[config.mk]
export PLATFORM = sky130hd
export DESIGN_NAME = vedic_mac_accum
export DESIGN_NICKNAME = d
export VERILOG_FILES = /design/src/rtl/vedic_mac_accum_pkg.sv /design/src/rtl/vedic_4bit.sv /design/src/rtl/vedic_mac_accum.sv
export SDC_FILE = /design/constraint.sdc
export NUM_CORES = 1
export LEC_CHECK = 0
export ABC_AREA = 1
export BUFFER_PORTS_ARGS = -buffer_cell sky130_fd_sc_hd__buf_2
export CORE_MARGIN = 2
export CORE_UTILIZATION = 55
export CTS_BUF_LIST = sky130_fd_sc_hd__clkbuf_2 sky130_fd_sc_hd__clkbuf_4 sky130_fd_sc_hd__clkbuf_8
export DETAILED_ROUTE_END_ITERATION = 6
export PLACE_DENSITY = 0.88
export SLEW_MARGIN = 20
export SYNTH_ARGS = -nofsm -noshare
export SYNTH_HDL_FRONTEND = slang
export SYNTH_SLANG_ARGS = --single-unit
[constraint.sdc]
create_clock -name clk -period 2.22 [get_ports clk]
set_input_delay 0.333 -clock clk [delete_from_list [all_inputs] [get_ports clk]]
set_output_delay 0.333 -clock clk [all_outputs]
set_load 0.02 [all_outputs]
[src/rtl/vedic_mac_accum_pkg.sv]
// rtl/vedic_mac_accum_pkg.sv - shared constants, FSM states and vedic 2x2 helper for the MAC front end
package vedic_mac_accum_pkg;

    // Product width delivered by the 4x4 vedic multiplier; fixed by the multiplier.
    localparam int PROD_W = 8;

    // Operand width of each multiplicand/multiplier.
    localparam int OPND_W = 4;

    // Encodings are fixed so that debug dumps match the rest of the float_MAC datapath.
    typedef enum logic [1:0] {
        S_IDLE  = 2'd0,
        S_RUN   = 2'd1,
        S_DRAIN = 2'd2,
        S_DONE  = 2'd3
    } mac_state_e;

    // Urdhva-tiryagbhyam 2x2 partial multiplier: vertical, crosswise, vertical.
    function automatic logic [3:0] vedic_2x2(input logic [1:0] x, input logic [1:0] y);
        logic p0;
        logic cross_s;
        logic cross_c;
        logic hi;
        p0      = x[0] & y[0];
        cross_s = (x[1] & y[0]) ^ (x[0] & y[1]);
        cross_c = (x[1] & y[0]) & (x[0] & y[1]);
        hi      = x[1] & y[1];
        return {hi & cross_c, hi ^ cross_c, cross_s, p0};
    endfunction

endpackage

[src/rtl/vedic_4bit.sv]
// rtl/vedic_4bit.sv - combinational 4x4 unsigned vedic multiplier built from four 2x2 blocks
module vedic_4bit
    import vedic_mac_accum_pkg::*;
(
    input  logic [OPND_W-1:0] a,
    input  logic [OPND_W-1:0] b,
    output logic [PROD_W-1:0] out
);

    // Partial products of the operand halves: q0=lo*lo, q1=hi*lo, q2=lo*hi, q3=hi*hi.
    logic [3:0] q0;
    logic [3:0] q1;
    logic [3:0] q2;
    logic [3:0] q3;

    // Crosswise sum and the upper six result bits.
    logic [4:0] mid;
    logic [5:0] upper;

    assign q0 = vedic_2x2(a[1:0], b[1:0]);
    assign q1 = vedic_2x2(a[3:2], b[1:0]);
    assign q2 = vedic_2x2(a[1:0], b[3:2]);
    assign q3 = vedic_2x2(a[3:2], b[3:2]);

    // The two crosswise terms share weight 4, so add them first.
    assign mid   = {1'b0, q1} + {1'b0, q2};

    // Bits [7:2] collect the carry-in from q0, the crosswise sum and q3 at weight 16.
    // The true result never exceeds 225, so six bits cannot overflow here.
    assign upper = {4'b0000, q0[3:2]} + {1'b0, mid} + {q3, 2'b00};

    assign out   = {upper, q0[1:0]};

endmodule

[src/rtl/vedic_mac_accum.sv]
// rtl/vedic_mac_accum.sv - burst multiply-accumulate with saturating sum and valid/ready result
module vedic_mac_accum
    import vedic_mac_accum_pkg::*;
#(
    parameter int ACC_W = 16,
    parameter int LEN_W = 4
) (
    input  logic              clk,
    input  logic              rst_n,
    input  logic              start,
    input  logic [LEN_W-1:0]  len,
    input  logic              in_valid,
    output logic              in_ready,
    input  logic [3:0]        a,
    input  logic [3:0]        b,
    output logic              out_valid,
    input  logic              out_ready,
    output logic [ACC_W-1:0]  sum,
    output logic              ovf,
    output logic              busy
);

    mac_state_e         state;
    mac_state_e         next_state;

    logic [LEN_W-1:0]   count;
    logic [PROD_W-1:0]  prod;
    logic               p_vld;
    logic [ACC_W-1:0]   acc;
    logic               ovf_q;

    logic [PROD_W-1:0]  mul_out;
    logic               handshake;
    logic               burst_start;
    logic               last_term;
    logic [ACC_W:0]     acc_ext;

    vedic_4bit u_mul (
        .a   (a),
        .b   (b),
        .out (mul_out)
    );

    // Status outputs are pure functions of the state so they drop immediately on reset.
    assign in_ready    = (state == S_RUN);
    assign out_valid   = (state == S_DONE);
    assign busy        = (state != S_IDLE);
    assign sum         = acc;
    assign ovf         = ovf_q;

    assign handshake   = in_valid & in_ready;
    assign burst_start = (state == S_IDLE) & start;
    assign last_term   = (count == LEN_W'(1));

    // One bit wider than the accumulator so the carry-out flags saturation.
    assign acc_ext     = {1'b0, acc} + {{(ACC_W + 1 - PROD_W){1'b0}}, prod};

    // State register.
    always_ff @(posedge clk or negedge rst_n) begin
        if (!rst_n) begin
            state <= S_IDLE;
        end else begin
            state <= next_state;
        end
    end

    // Next-state logic; DRAIN exists only to let the final registered product reach acc.
    always_comb begin
        next_state = state;
        case (state)
            S_IDLE: begin
                if (start) begin
                    next_state = (len == '0) ? S_DONE : S_RUN;
                end
            end
            S_RUN: begin
                if (handshake && last_term) begin
                    next_state = S_DRAIN;
                end
            end
            S_DRAIN: begin
                next_state = S_DONE;
            end
            S_DONE: begin
                if (out_ready) begin
                    next_state = S_IDLE;
                end
            end
            default: begin
                next_state = S_IDLE;
            end
        endcase
    end

    // Remaining-term counter: loaded on start, decremented only by accepted pairs.
    always_ff @(posedge clk or negedge rst_n) begin
        if (!rst_n) begin
            count <= '0;
        end else if (burst_start) begin
            count <= len;
        end else if (handshake) begin
            count <= count - LEN_W'(1);
        end
    end

    // Product pipeline register; p_vld marks a product waiting to be accumulated.
    always_ff @(posedge clk or negedge rst_n) begin
        if (!rst_n) begin
            prod  <= '0;
            p_vld <= 1'b0;
        end else begin
            p_vld <= handshake;
            if (handshake) begin
                prod <= mul_out;
            end
        end
    end

    // Saturating accumulator with a sticky overflow flag cleared only by a new burst.
    always_ff @(posedge clk or negedge rst_n) begin
        if (!rst_n) begin
            acc   <= '0;
            ovf_q <= 1'b0;
        end else if (burst_start) begin
            acc   <= '0;
            ovf_q <= 1'b0;
        end else if (p_vld) begin
            if (acc_ext[ACC_W]) begin
                acc   <= '1;
                ovf_q <= 1'b1;
            end else begin
                acc   <= acc_ext[ACC_W-1:0];
            end
        end
    end

endmodule

After elaboration in Yosys (flattened, before gate mapping)

Index checks and enable logic that the tools add are counted.

Add/sub/neg operators: 5
Equality and inequality tests: 7
Mux-type cells: 13
Bitwise operators: 34
Reduce and logical (&&, ||, !) cells: 9

Operators with widths:

| cell                  | count |
|---|---|
| $mux W16              | 3 |
| $and A1 B1 Y1         | 26 |
| $add A16 B8 Y17       | 1 |
| $mux W2               | 4 |
| $mux W4               | 2 |
| $pmux W2 S4           | 1 |
| $reduce_bool A2 Y1    | 4 |
| $xor A1 B1 Y1         | 8 |
| $add A2 B5 Y6         | 1 |
| $add A6 B6 Y6         | 1 |
| $add A4 B4 Y5         | 1 |
| $eq A2 B2 Y1 const B  | 2 |
| $eq A4 B1 Y1 const B  | 1 |
| $logic_not A4 Y1      | 1 |
| $ne A2 B1 Y1 const B  | 2 |
| $sub A4 B1 Y4 const B | 1 |
| $mux W1               | 3 |
| $reduce_and A3 Y1     | 1 |
| $eq A2 B1 Y1 const B  | 1 |
| $logic_not A2 Y1      | 1 |
| $ne A2 B2 Y1 const B  | 1 |
| $reduce_and A2 Y1     | 1 |
| $logic_and A1 B1 Y1   | 1 |

Register bits: 32
Input port bits: 17
Output and inout port bits: 20
Logic and storage cells: 74

Depth between registers and ports, before layout

Gate-level depths: netlist of run 1.

Word-level depth: 6
Depth in mapped cells: 16
Gate-level depth less buffers: 16

By module

Synthesis of run 1 repeated with hierarchy kept, for this count alone.

Cell total of the unflattened synthesis: 389
Area, all modules: 2725.1 sq um

By module, submodules not included:

| module          | instances | cells an instance | area each (sq um) | seq. area each (sq um) |
|---|---|---|---|---|
| vedic_mac_accum | 1         | 300               | 2189.6            | 800.8 |
| vedic_4bit      | 1         | 89                | 535.5             | 0.0 |

Least setup slack after synthesis of run 1

OpenSTA, ideal clock, no wires.

Kind: input to register
From: input b[0]
To: register prod[7]
Setup time: 0.083 ns
Data arrival time: 2.298 ns
Required time: 2.137 ns
Setup slack: -0.160 ns
Stages on the path: 16
Path buffers: 0
Cells stage by stage: nand2_1 inv_1 ha_1 ha_1 inv_1 fa_1 inv_1 ha_1 inv_1 fa_1 inv_1 nand2_1 nand2_1 a21oi_1 xor2_1 o21ai_0

Longest elaborated chain between the ends: 6
Elaborated cells on any way between the ends: 13
Classes of those cells: add/sub (3); bitwise (10)

Ends and longest elaborated chain:

| element                                        | line                                                 | source |
|---|---|---|
| start: declaration                             | vedic_mac_accum.sv:15                                | `input logic [3:0] b,` |
| $and A1 B1 Y1                                  | vedic_mac_accum_pkg.sv:25, vedic_mac_accum_pkg.sv:26 |  |
| $and A1 B1 Y1                                  | vedic_mac_accum_pkg.sv:26                            | `cross_c = (x[1] & y[0]) & (x[0] & y[1]);` |
| $xor A1 B1 Y1 or $and A1 B1 Y1 (tied branches) | vedic_mac_accum_pkg.sv:28                            | `return {hi & cross_c, hi ^ cross_c, cross_s, p0};` |
| $add A4 B4 Y5                                  | vedic_4bit.sv:26                                     | `assign mid = {1'b0, q1} + {1'b0, q2};` |
| $add A2 B5 Y6 (*)                              | vedic_4bit.sv:30                                     | `assign upper = {4'b0000, q0[3:2]} + {1'b0, mid} + {q3, 2'b00};` |
| $add A6 B6 Y6 (*)                              | vedic_4bit.sv:30                                     |  |
| end signal: assignment                         | vedic_mac_accum.sv:114                               | `prod <= mul_out;` |
| end: declaration                               | vedic_mac_accum.sv:27                                | `logic [PROD_W-1:0] prod;` |

Every way passes the cells marked *; elsewhere a longest branch is shown, timed or not.
A chain may end at the register's enable or synchronous reset.

Final worst setup path of run 1

From: input a[3]
To: register prod[7]

Longest elaborated chain between the ends: 6
Elaborated cells on any way between the ends: 15
Classes of those cells: add/sub (3); bitwise (12)

Ends and longest elaborated chain:

| element                                        | line                                                 | source |
|---|---|---|
| start: declaration                             | vedic_mac_accum.sv:14                                | `input logic [3:0] a,` |
| $and A1 B1 Y1                                  | vedic_mac_accum_pkg.sv:25, vedic_mac_accum_pkg.sv:26 |  |
| $and A1 B1 Y1                                  | vedic_mac_accum_pkg.sv:26                            |  |
| $xor A1 B1 Y1 or $and A1 B1 Y1 (tied branches) | vedic_mac_accum_pkg.sv:28                            |  |
| $add A4 B4 Y5                                  | vedic_4bit.sv:26                                     |  |
| $add A2 B5 Y6                                  | vedic_4bit.sv:30                                     |  |
| $add A6 B6 Y6 (*)                              | vedic_4bit.sv:30                                     |  |

Marked as above.

==> results.json, run 1 <==
{
  "status": "finished, final reports clean",
  "tritoncts": "built",
  "rr_startpoint": "sum[0]",
  "powerDensity_nw_per_um2": 928,
  "final_area_um2": 3250,
  "critical-path-max-stage-delay_ps": 500,
  "grt_pass1_wl_um": 9710,
  "rrSetupSlack_ps": 160,
  "power_switching_mw": 1.38,
  "fmax_mhz": 456,
  "antenna_found_initial": 0,
  "io_pins": 37,
  "synth.distinct_cells": 34,
  "placedCellCount": 456,
  "nets": 460,
  "vdd.ir_drop.worst_uv": 624,
  "yosys-top-cells-area": "dfrtp_1, nand2_1, ha_1",
  "die_h_um": 73.5,
  "drt-wirelength-per-cell_um": 12.5,
  "synth_warnings": 0,
  "multi_input_comb_area_um2": 1700,
  "synth-edff-count": 0,
  "grt-ovfl-total": 0,
  "r2r_cells": 10,
  "finClkSkew_ps": 13.2,
  "ys.flop_type": "dfrtp_1",
  "synthCells": 359,
  "gr-usage-met2": 0.440,
  "cts-root-buf": "clkbuf_8",
  "cp_cell_sequence": "buf_2 > nand2_2 > inv_2 > ha_4 > ha_4 > inv_2 > fa_1 > fa_2 > inv_2 > nand2_2 > nand2_2 > a21oi_2 > xor2_1 > o21ai_1",
  "drt_pass1_iterations": 4,
  "postCtsHoldBufs": 0,
  "fin_crit_sh": 0.989,
  "grt_use_met1": 0.248,
  "syn-num-nets": 409,
  "clkTransAtPathRegs_ps": 80,
  "drv_slew": 0,
  "hold_viol_final": 0,
  "initial_utilization": 0.566,
  "synth_seq_cells": 32,
  "grt_max_degree": 33,
  "syn2layout_area_growth_pct": 22.4,
  "p_seq_frac": 0.315,
  "p_int_mw": 1.64,
  "gp_congestion": 0.880,
  "final_antenna_net_count": 0,
  "wl_um": 5830,
  "rsz0062_at_grt": "yes",
  "h-tree-depth": 2,
  "avgViaCountPerCell": 5.15,
  "regArea_um2": 801,
  "dp_hpwl_um": 4340,
  "synth_seq_area_share": 0.302,
  "grt_pass1_vias": 2372,
  "path_max_fanout": 2,
  "row_count": 25,
  "async_flop_share": 1.00,
  "grt_use_met3": 0.0425,
  "clkLatencyLatePin_ps": 300,
  "worstSetupPathType": "input port to flip-flop",
  "required_ps": 2440,
  "synth.largest_area_cell": "dfrtp_1",
  "swShare": 0.456,
  "tightest_slew_ps": 692,
  "cp_slowest_cell": "fa_1",
  "power_frac_comb": 0.535,
  "instances_no_fill": 465,
  "crit_arrival_ps": 2410,
  "startpoint": "a[3]",
  "critPathCapture": "prod[7]",
  "dieArea_um2": 5400,
  "power_leakage_nw": 1.94,
  "n_fill_cell": 378,
  "clkPwrFrac": 0.149,
  "cts_sinks": 32,
  "slew_headroom": 0.538,
  "post_dp_cell_area_um2": 2970,
  "syn_avg_cell_area_um2": 7.39,
  "yosys.area.top_type_share": 0.302,
  "portBuffers": 36,
  "synthesis.area_um2": 2650,
  "r2r_end": "sum[3]",
  "hold_class": "input port to async pin",
  "routed-via-count": 2397,
  "setup_viol": 0,
  "n_antenna_cell": 0,
  "drt_first_iter_violations": 96,
  "worstSetupEndpointType": "flip-flop",
  "cts_buffers": 5,
  "die_w_um": 73.5,
  "cap_viol_max_count": 0,
  "startpoint_type": "input port",
  "clk_path_buf_depth": 2,
  "track_usage": 0.230,
  "drc_errors": 0,
  "core_area_um2": 4690,
  "busiest_layer": "met2",
  "drive_gt1_frac": 0.273,
  "min_period_ps": 2200
}
-- worst min path at each step --
stage / cells after the start / start / slack [ps] / endpoint
final: 1 / rst_n / 70 / sum[12]
after floorplan: 0 / rst_n / 40 / count[0]
after detailed placement: 1 / rst_n / 420 / sum[12]
after global placement: 1 / rst_n / 420 / sum[12]
after global routing: 1 / rst_n / 130 / sum[12]
after CTS: 1 / rst_n / 100 / sum[12]
-- cell usage in the layout (no fill, tap or decap), types with 3 or more instances in the layout --
cell	synthesis	layout
a21oi_1	10	8
buf_2	2	30
buf_4	0	14
buf_6	1	3
clkbuf_8	0	5
clkinv_2	1	3
dfrtp_1	32	32
fa_1	6	5
ha_1	27	18
ha_4	0	8
inv_1	70	57
inv_2	1	13
nand2_1	108	100
nand2_2	1	7
nand2_4	4	6
nand3_1	26	26
nand3_2	8	8
nand3b_1	3	3
nand4_1	6	6
nor2_1	17	17
nor3_1	3	3
o211ai_1	5	5
o21ai_0	7	4
xnor2_1	4	4
xor2_1	3	3
-- power by group through the flow --
stage	clock (mW)	combinational, mW	sequential [mW]
final	0.450	1.61	0.951
after global routing	0.482	1.85	0.976
after CTS	0.452	1.58	0.949
after detailed placement	0	1.55	0.961
after global placement	0	1.50	0.952
after floorplan	0	1.08	1.01
-- sequential cells by signal (all words and copies together), names as in the netlist --
name and count:
state 2, count 4, sum 16, prod 8, p_vld 1, ovf 1
-- cell families (layout without fill, tap and decap cells) --
| kind of cell | count (synthesis) | in the layout | share of synthesized area |
|---|---|---|---|
| buffers and inverters | 77 | 129 | 0.113 |
| xor gates and xnor gates | 7 | 7 | 0.0231 |
| adders and majority gates | 33 | 33 | 0.173 |
| and+or+nand+nor | 183 | 183 | 0.326 |
| DFF | 32 | 32 | 0.302 |
| AOI/OAI and AO/OA | 27 | 27 | 0.0637 |
-- worst max-delay path: cells and delay by family --
family                   cells  cell delay (ps)
adder cells (fa/ha/maj)      4             1330
XOR/XNOR                     1              140
AND/OR/NAND/NOR              3              180
AO/OA/AOI/OAI                2              170
buffers and inverters        4              250
-- cells in the mapped netlist (2+ instances only) --
master	number
buf_2	2
or2_2	2
xor2_1	3
nor2_1	17
o21ai_0	7
and2_1	2
a21oi_1	10
inv_1	70
nand3_2	8
o211ai_1	5
nor3_1	3
ha_1	27
nand2_1	108
nand4_1	6
dfrtp_1	32
nand3b_1	3
nand2_4	4
xnor2_1	4
fa_1	6
nand3_1	26
-- cell type report --
type / instances / share of cell area
Sequential cell: 32 / 0.247
Multi-Input combinational cell: 250 / 0.523
Clock inverter: 3 / 0.00578
Tap cell: 54 / 0.0208
Inverter: 72 / 0.0844
Timing Repair Buffer: 49 / 0.0982
Clock buffer: 5 / 0.0212
-- timing repair --
action                                  CTS  global route
resized for setup                        18            31
endpoints found under the setup margin    1             3
pin swaps                                13            19
setup buffers                             1             0
-- through the flow --
stage                     power [mW]  setup TNS [ps]  worst slack (ps)  hold WS [ps]   util
after detailed placement        2.51           -1130              -382           420  0.633
after CTS                       2.98           -45.9             -45.9          99.0  0.665
after floorplan                 2.09            -155             -96.3          37.4      -
final                           3.02               0              24.9          68.1  0.692
after global routing            3.31           -50.2             -50.2           128  0.692
after global placement          2.45            -795              -263           424  0.633
-- routing by layer --
metal	vias to the layer above	wire, um	share of wire
li1	1218	-	-
met4	0	111	0.019
met1	1130	2360	0.41
met5	-	0	0
met2	38	3200	0.55
met3	11	153	0.026
No activity file was read; power rests on OpenSTA's default activity.
==> inputs of run 2 (changes only) <==
CORE_ASPECT_RATIO = 1.25   (was default)
SETUP_SLACK_MARGIN = 0.4   (was default)
==> results.json, run 2 (synthesis results as in run 1) <==
{
  "tritoncts": "built",
  "hold_class": "input port to async pin",
  "drt_pass1_iterations": 4,
  "die_h_um": 81.7,
  "wl_um": 6510,
  "status": "finished, final reports clean",
  "drt-wirelength-per-cell_um": 13.6,
  "antenna_found_initial": 0,
  "grt_max_degree": 33,
  "io_pins": 37,
  "power_leakage_nw": 2.01,
  "grt-ovfl-total": 0,
  "min_period_ps": 2220,
  "placedCellCount": 459,
  "crit_arrival_ps": 2390,
  "drv_slew": 0,
  "clkTransAtPathRegs_ps": 70,
  "rsz0062_at_grt": "yes",
  "clkLatencyLatePin_ps": 290,
  "drive_gt1_frac": 0.342,
  "slew_headroom": 0.521,
  "routed-via-count": 2501,
  "n_fill_cell": 333,
  "cts_sinks": 32,
  "initial_utilization": 0.565,
  "cts_buffers": 5,
  "avgViaCountPerCell": 5.23,
  "tns_ps": 0,
  "hold_viol_final": 0,
  "instances_no_fill": 478,
  "required_ps": 2390,
  "final_antenna_net_count": 0,
  "finClkSkew_ps": 6.68,
  "power_mw": 3.40,
  "fmax_mhz": 451,
  "row_count": 28,
  "clk_path_buf_depth": 2,
  "powerDensity_nw_per_um2": 971,
  "gp_congestion": 0.857,
  "n_antenna_cell": 0,
  "portBuffers": 36,
  "cap_viol_max_count": 0,
  "largest_register_ffs": 16,
  "drc_errors": 0,
  "final_cell_mix": "nand2_1, inv_1, dfrtp_1",
  "h-tree-depth": 2,
  "grt_pass1_wl_um": 10600,
  "cts-root-buf": "clkbuf_8",
  "die_w_um": 66.1,
  "layout_commonest_cell": "nand2_1",
  "grt_pass1_vias": 2523,
  "startpoint_type": "input port",
  "path_max_fanout": 3,
  "syn2layout_area_growth_pct": 32.0,
  "worstSetupPathType": "input port to flip-flop",
  "nets": 467,
  "worstSetupEndpointType": "flip-flop",
  "core_area_um2": 4690,
  "track_usage": 0.257,
  "setup_viol": 0,
  "fin_crit_sh": 1.00,
  "drt_first_iter_violations": 144,
  "vdd.ir_drop.worst_uv": 623,
  "dp_hpwl_um": 4540,
  "dieArea_um2": 5400,
  "tightest_slew_ps": 718
}
[run 2: cell types whose count changed in the layout (fill, tap and decap cells not counted), sizes merged]
cell / delta
clkinv: -3
nand2: +1
clkbuf: +2
bufinv: +1
buf: +6
[run 2: layer usage]
metal / up-vias / GRT usage / wire length (um)
li1: 1246 / - / -
met1: 1184 / 0.255 / 2390
met2: 56 / 0.514 / 3780
met3: 15 / 0.0329 / 158
met4: 0 / 0.124 / 188
met5: - / 0 / 0
[run 2: per-stage QoR]
| step | hold WS, ps | setup slack (ps) | util | area, um^2 |
|---|---|---|---|---|
| floorplan | 37.4 | -38.2 | - | 2780 |
| global placement | 423 | -281 | 0.655 | 3070 |
| detailed placement | 427 | -360 | 0.655 | 3070 |
| CTS | 119 | -38.4 | 0.713 | 3350 |
| global route | 157 | -119 | 0.746 | 3500 |
| finish | 90.9 | 0.885 | 0.746 | 3500 |
[run 2: where the power goes]
group          internal, mW  switching [mW]
registers             0.789           0.181
clock network         0.396           0.234
logic                 0.741            1.06
total                  1.93            1.47
[run 2: worst max-delay path, cell delays in order]
cell and delay (ps):
buf_8 100, nand2_4 60, inv_2 40, ha_4 250
inv_2 30, fa_1 460, inv_1 80, ha_2 190
inv_2 40, fa_2 340, inv_2 60, nand2_2 60
nand2_2 70, a21oi_2 60, xor2_1 140, o21ai_1 70
[run 2: worst paths after layout]
check / startpoint / endpoint / slack, ps / depth (start not counted)
max: a[0] / prod[7] / 0.9 / 16
min: rst_n / sum[10] / 90 / 1
max reg2reg: sum[0] / sum[4] / 360 / 10
min reg2reg: ovf / ovf / 480 / 2
max in group asynchronous: rst_n / sum[1] / 1630 / 1
min in group clk: len[1] / count[1] / 300 / 3
[run 2: layout make-up]
class	instances	area [um^2]	share of cell area
multi-input cells	251	1820	0.519
flip-flops and latches	32	803	0.229
repair buffers	55	395	0.113
inverters	72	283	0.0807
clock buffers	7	96.3	0.0275
well taps	60	75.1	0.0214
clock inverters	1	30.0	0.00857
[run 2: what timing repair did]
action | in CTS | in global routing
pin swaps | 17 | 22
buffers inserted | 6 | 4
hold buffers | 0 | 0
cloned | 1 | 0
setup endpoints to repair | 17 | 23
resized for setup | 27 | 33
endpoints found under the hold margin | 0 | 0
==> inputs of run 3 (changes only) <==
GPL_TIMING_DRIVEN = 0   (was default)
==> results.json, run 3 (synthesis results as in run 1) <==
{
  "status": "complete, but fails checks",
  "failed_checks": "negative setup slack",
  "setup_viol": 1,
  "final_antenna_net_count": 0,
  "track_usage": 0.269,
  "rsz0062_at_grt": "yes",
  "largest_register_ffs": 16,
  "die_w_um": 66.1,
  "startpoint_type": "input port",
  "clk_path_buf_depth": 2,
  "worstSetupPathType": "input port to flip-flop",
  "n_antenna_cell": 0,
  "clkTransAtPathRegs_ps": 80,
  "required_ps": 2380,
  "drc_errors": 0,
  "dp_hpwl_um": 4640,
  "fmax_mhz": 447,
  "die_h_um": 81.7,
  "nets": 473,
  "core_area_um2": 4690,
  "post_dp_cell_area_um2": 3040,
  "fin_util": 0.761,
  "tritoncts": "built",
  "hold_class": "input port to async pin",
  "drt-wirelength-per-cell_um": 14.9,
  "n_fill_cell": 325,
  "hold_slack_ps": 94.2,
  "final_area_um2": 3570,
  "drt_pass1_iterations": 4,
  "initial_utilization": 0.565,
  "io_pins": 37,
  "cap_viol_max_count": 0,
  "multi_input_comb_area_um2": 1800,
  "setup_ws_ps": -17.8,
  "cts-root-buf": "clkbuf_8",
  "tightest_slew_ps": 759,
  "power_leakage_nw": 2.04,
  "postCtsHoldBufs": 0,
  "vdd.ir_drop.worst_uv": 648,
  "row_count": 28,
  "slew_headroom": 0.494,
  "grt_pass1_vias": 2557,
  "r2r_cells": 12,
  "cts_buffers": 5,
  "syn2layout_area_growth_pct": 34.7,
  "routed-via-count": 2558,
  "wl_um": 7230,
  "avgViaCountPerCell": 5.29,
  "rr_startpoint": "sum[0]",
  "antenna_found_initial": 0,
  "r2r_end": "sum[11]",
  "rrSetupSlack_ps": 300,
  "crit_arrival_ps": 2400,
  "drv_slew": 0,
  "grt_pass1_wl_um": 10900,
  "drive_gt1_frac": 0.330,
  "dieArea_um2": 5400,
  "worstSetupEndpointType": "flip-flop",
  "tns_ps": -17.8,
  "regArea_um2": 802,
  "power_mw": 3.42,
  "final_cell_mix": "nand2_1, inv_1, dfrtp_1",
  "finClkSkew_ps": 14.8,
  "powerDensity_nw_per_um2": 958,
  "layout_commonest_cell": "nand2_1",
  "grt_max_degree": 33,
  "fin_crit_sh": 1.01,
  "hold_viol_final": 0,
  "drt_first_iter_violations": 199,
  "min_period_ps": 2240,
  "gp_congestion": 0.909,
  "path_max_fanout": 4,
  "cts_sinks": 32,
  "grt-ovfl-total": 0,
  "clkLatencyLatePin_ps": 300,
  "h-tree-depth": 2,
  "portBuffers": 36
}
run 3: cell count changes in the layout (fill, tap and decap cells not counted), sizes merged:
| cell | change |
|---|---|
| clkinv | +1 |
| buf | +4 |
| nand2 | -1 |
| clkbuf | +1 |
| clkinvlp | +1 |
run 3: timing repair:
action / CTS / global route
buffers inserted: 13 / 7
endpoints found under the setup margin: 20 / 21
pin swaps: 27 / 13
cloned: 1 / 0
resized for setup: 37 / 21
run 3: area by class of cell:
cell class | instances | area share
buffer | 5 | 0.0116
clock buffer | 5 | 0.0193
clock inverter | 3 | 0.0119
inverter | 72 | 0.0777
multi-input combinational | 250 | 0.505
sequential | 32 | 0.224
tap | 60 | 0.0210
timing repair buffer | 57 | 0.130
run 3: worst max-delay path, cell delays in order:
cell,delay (ps)
buf_6,110
nand2_2,70
inv_2,60
ha_4,260
inv_2,40
fa_1,430
inv_1,70
ha_2,190
inv_2,40
fa_2,340
inv_2,60
nand2_2,60
nand2_2,60
a21oi_2,50
xor2_1,160
o21ai_1,70
run 3: per-stage QoR:
stage | std cells | setup WS (ps)
floorplan | 359 | -38.2
global placement | 455 | -277
detailed placement | 455 | -343
CTS | 477 | -30.7
global route | 484 | -97.1
finish | 484 | -17.8
run 3: layer usage:
layer  part of all wire  GRT usage
met1               0.37      0.255
met2               0.58      0.540
met3              0.030     0.0411
met4              0.028      0.143
met5                  0          0
run 3: worst max-delay path by stage:
stage	to	start	slack, ps	depth (start not counted)
floorplan	prod[7]	b[2]	-40	15
global placement	prod[7]	b[2]	-280	16
detailed placement	prod[7]	b[2]	-340	16
CTS	prod[7]	a[3]	-30	16
global route	prod[7]	b[1]	-100	17
finish	prod[7]	b[0]	-20	16
run 3: report_power, final:
part,internal (mW),leakage (nW),switching [mW],total [mW]
logic,0.768,1.57,1.10,1.86
clock network,0.332,0.0541,0.234,0.566
registers,0.787,0.418,0.206,0.993
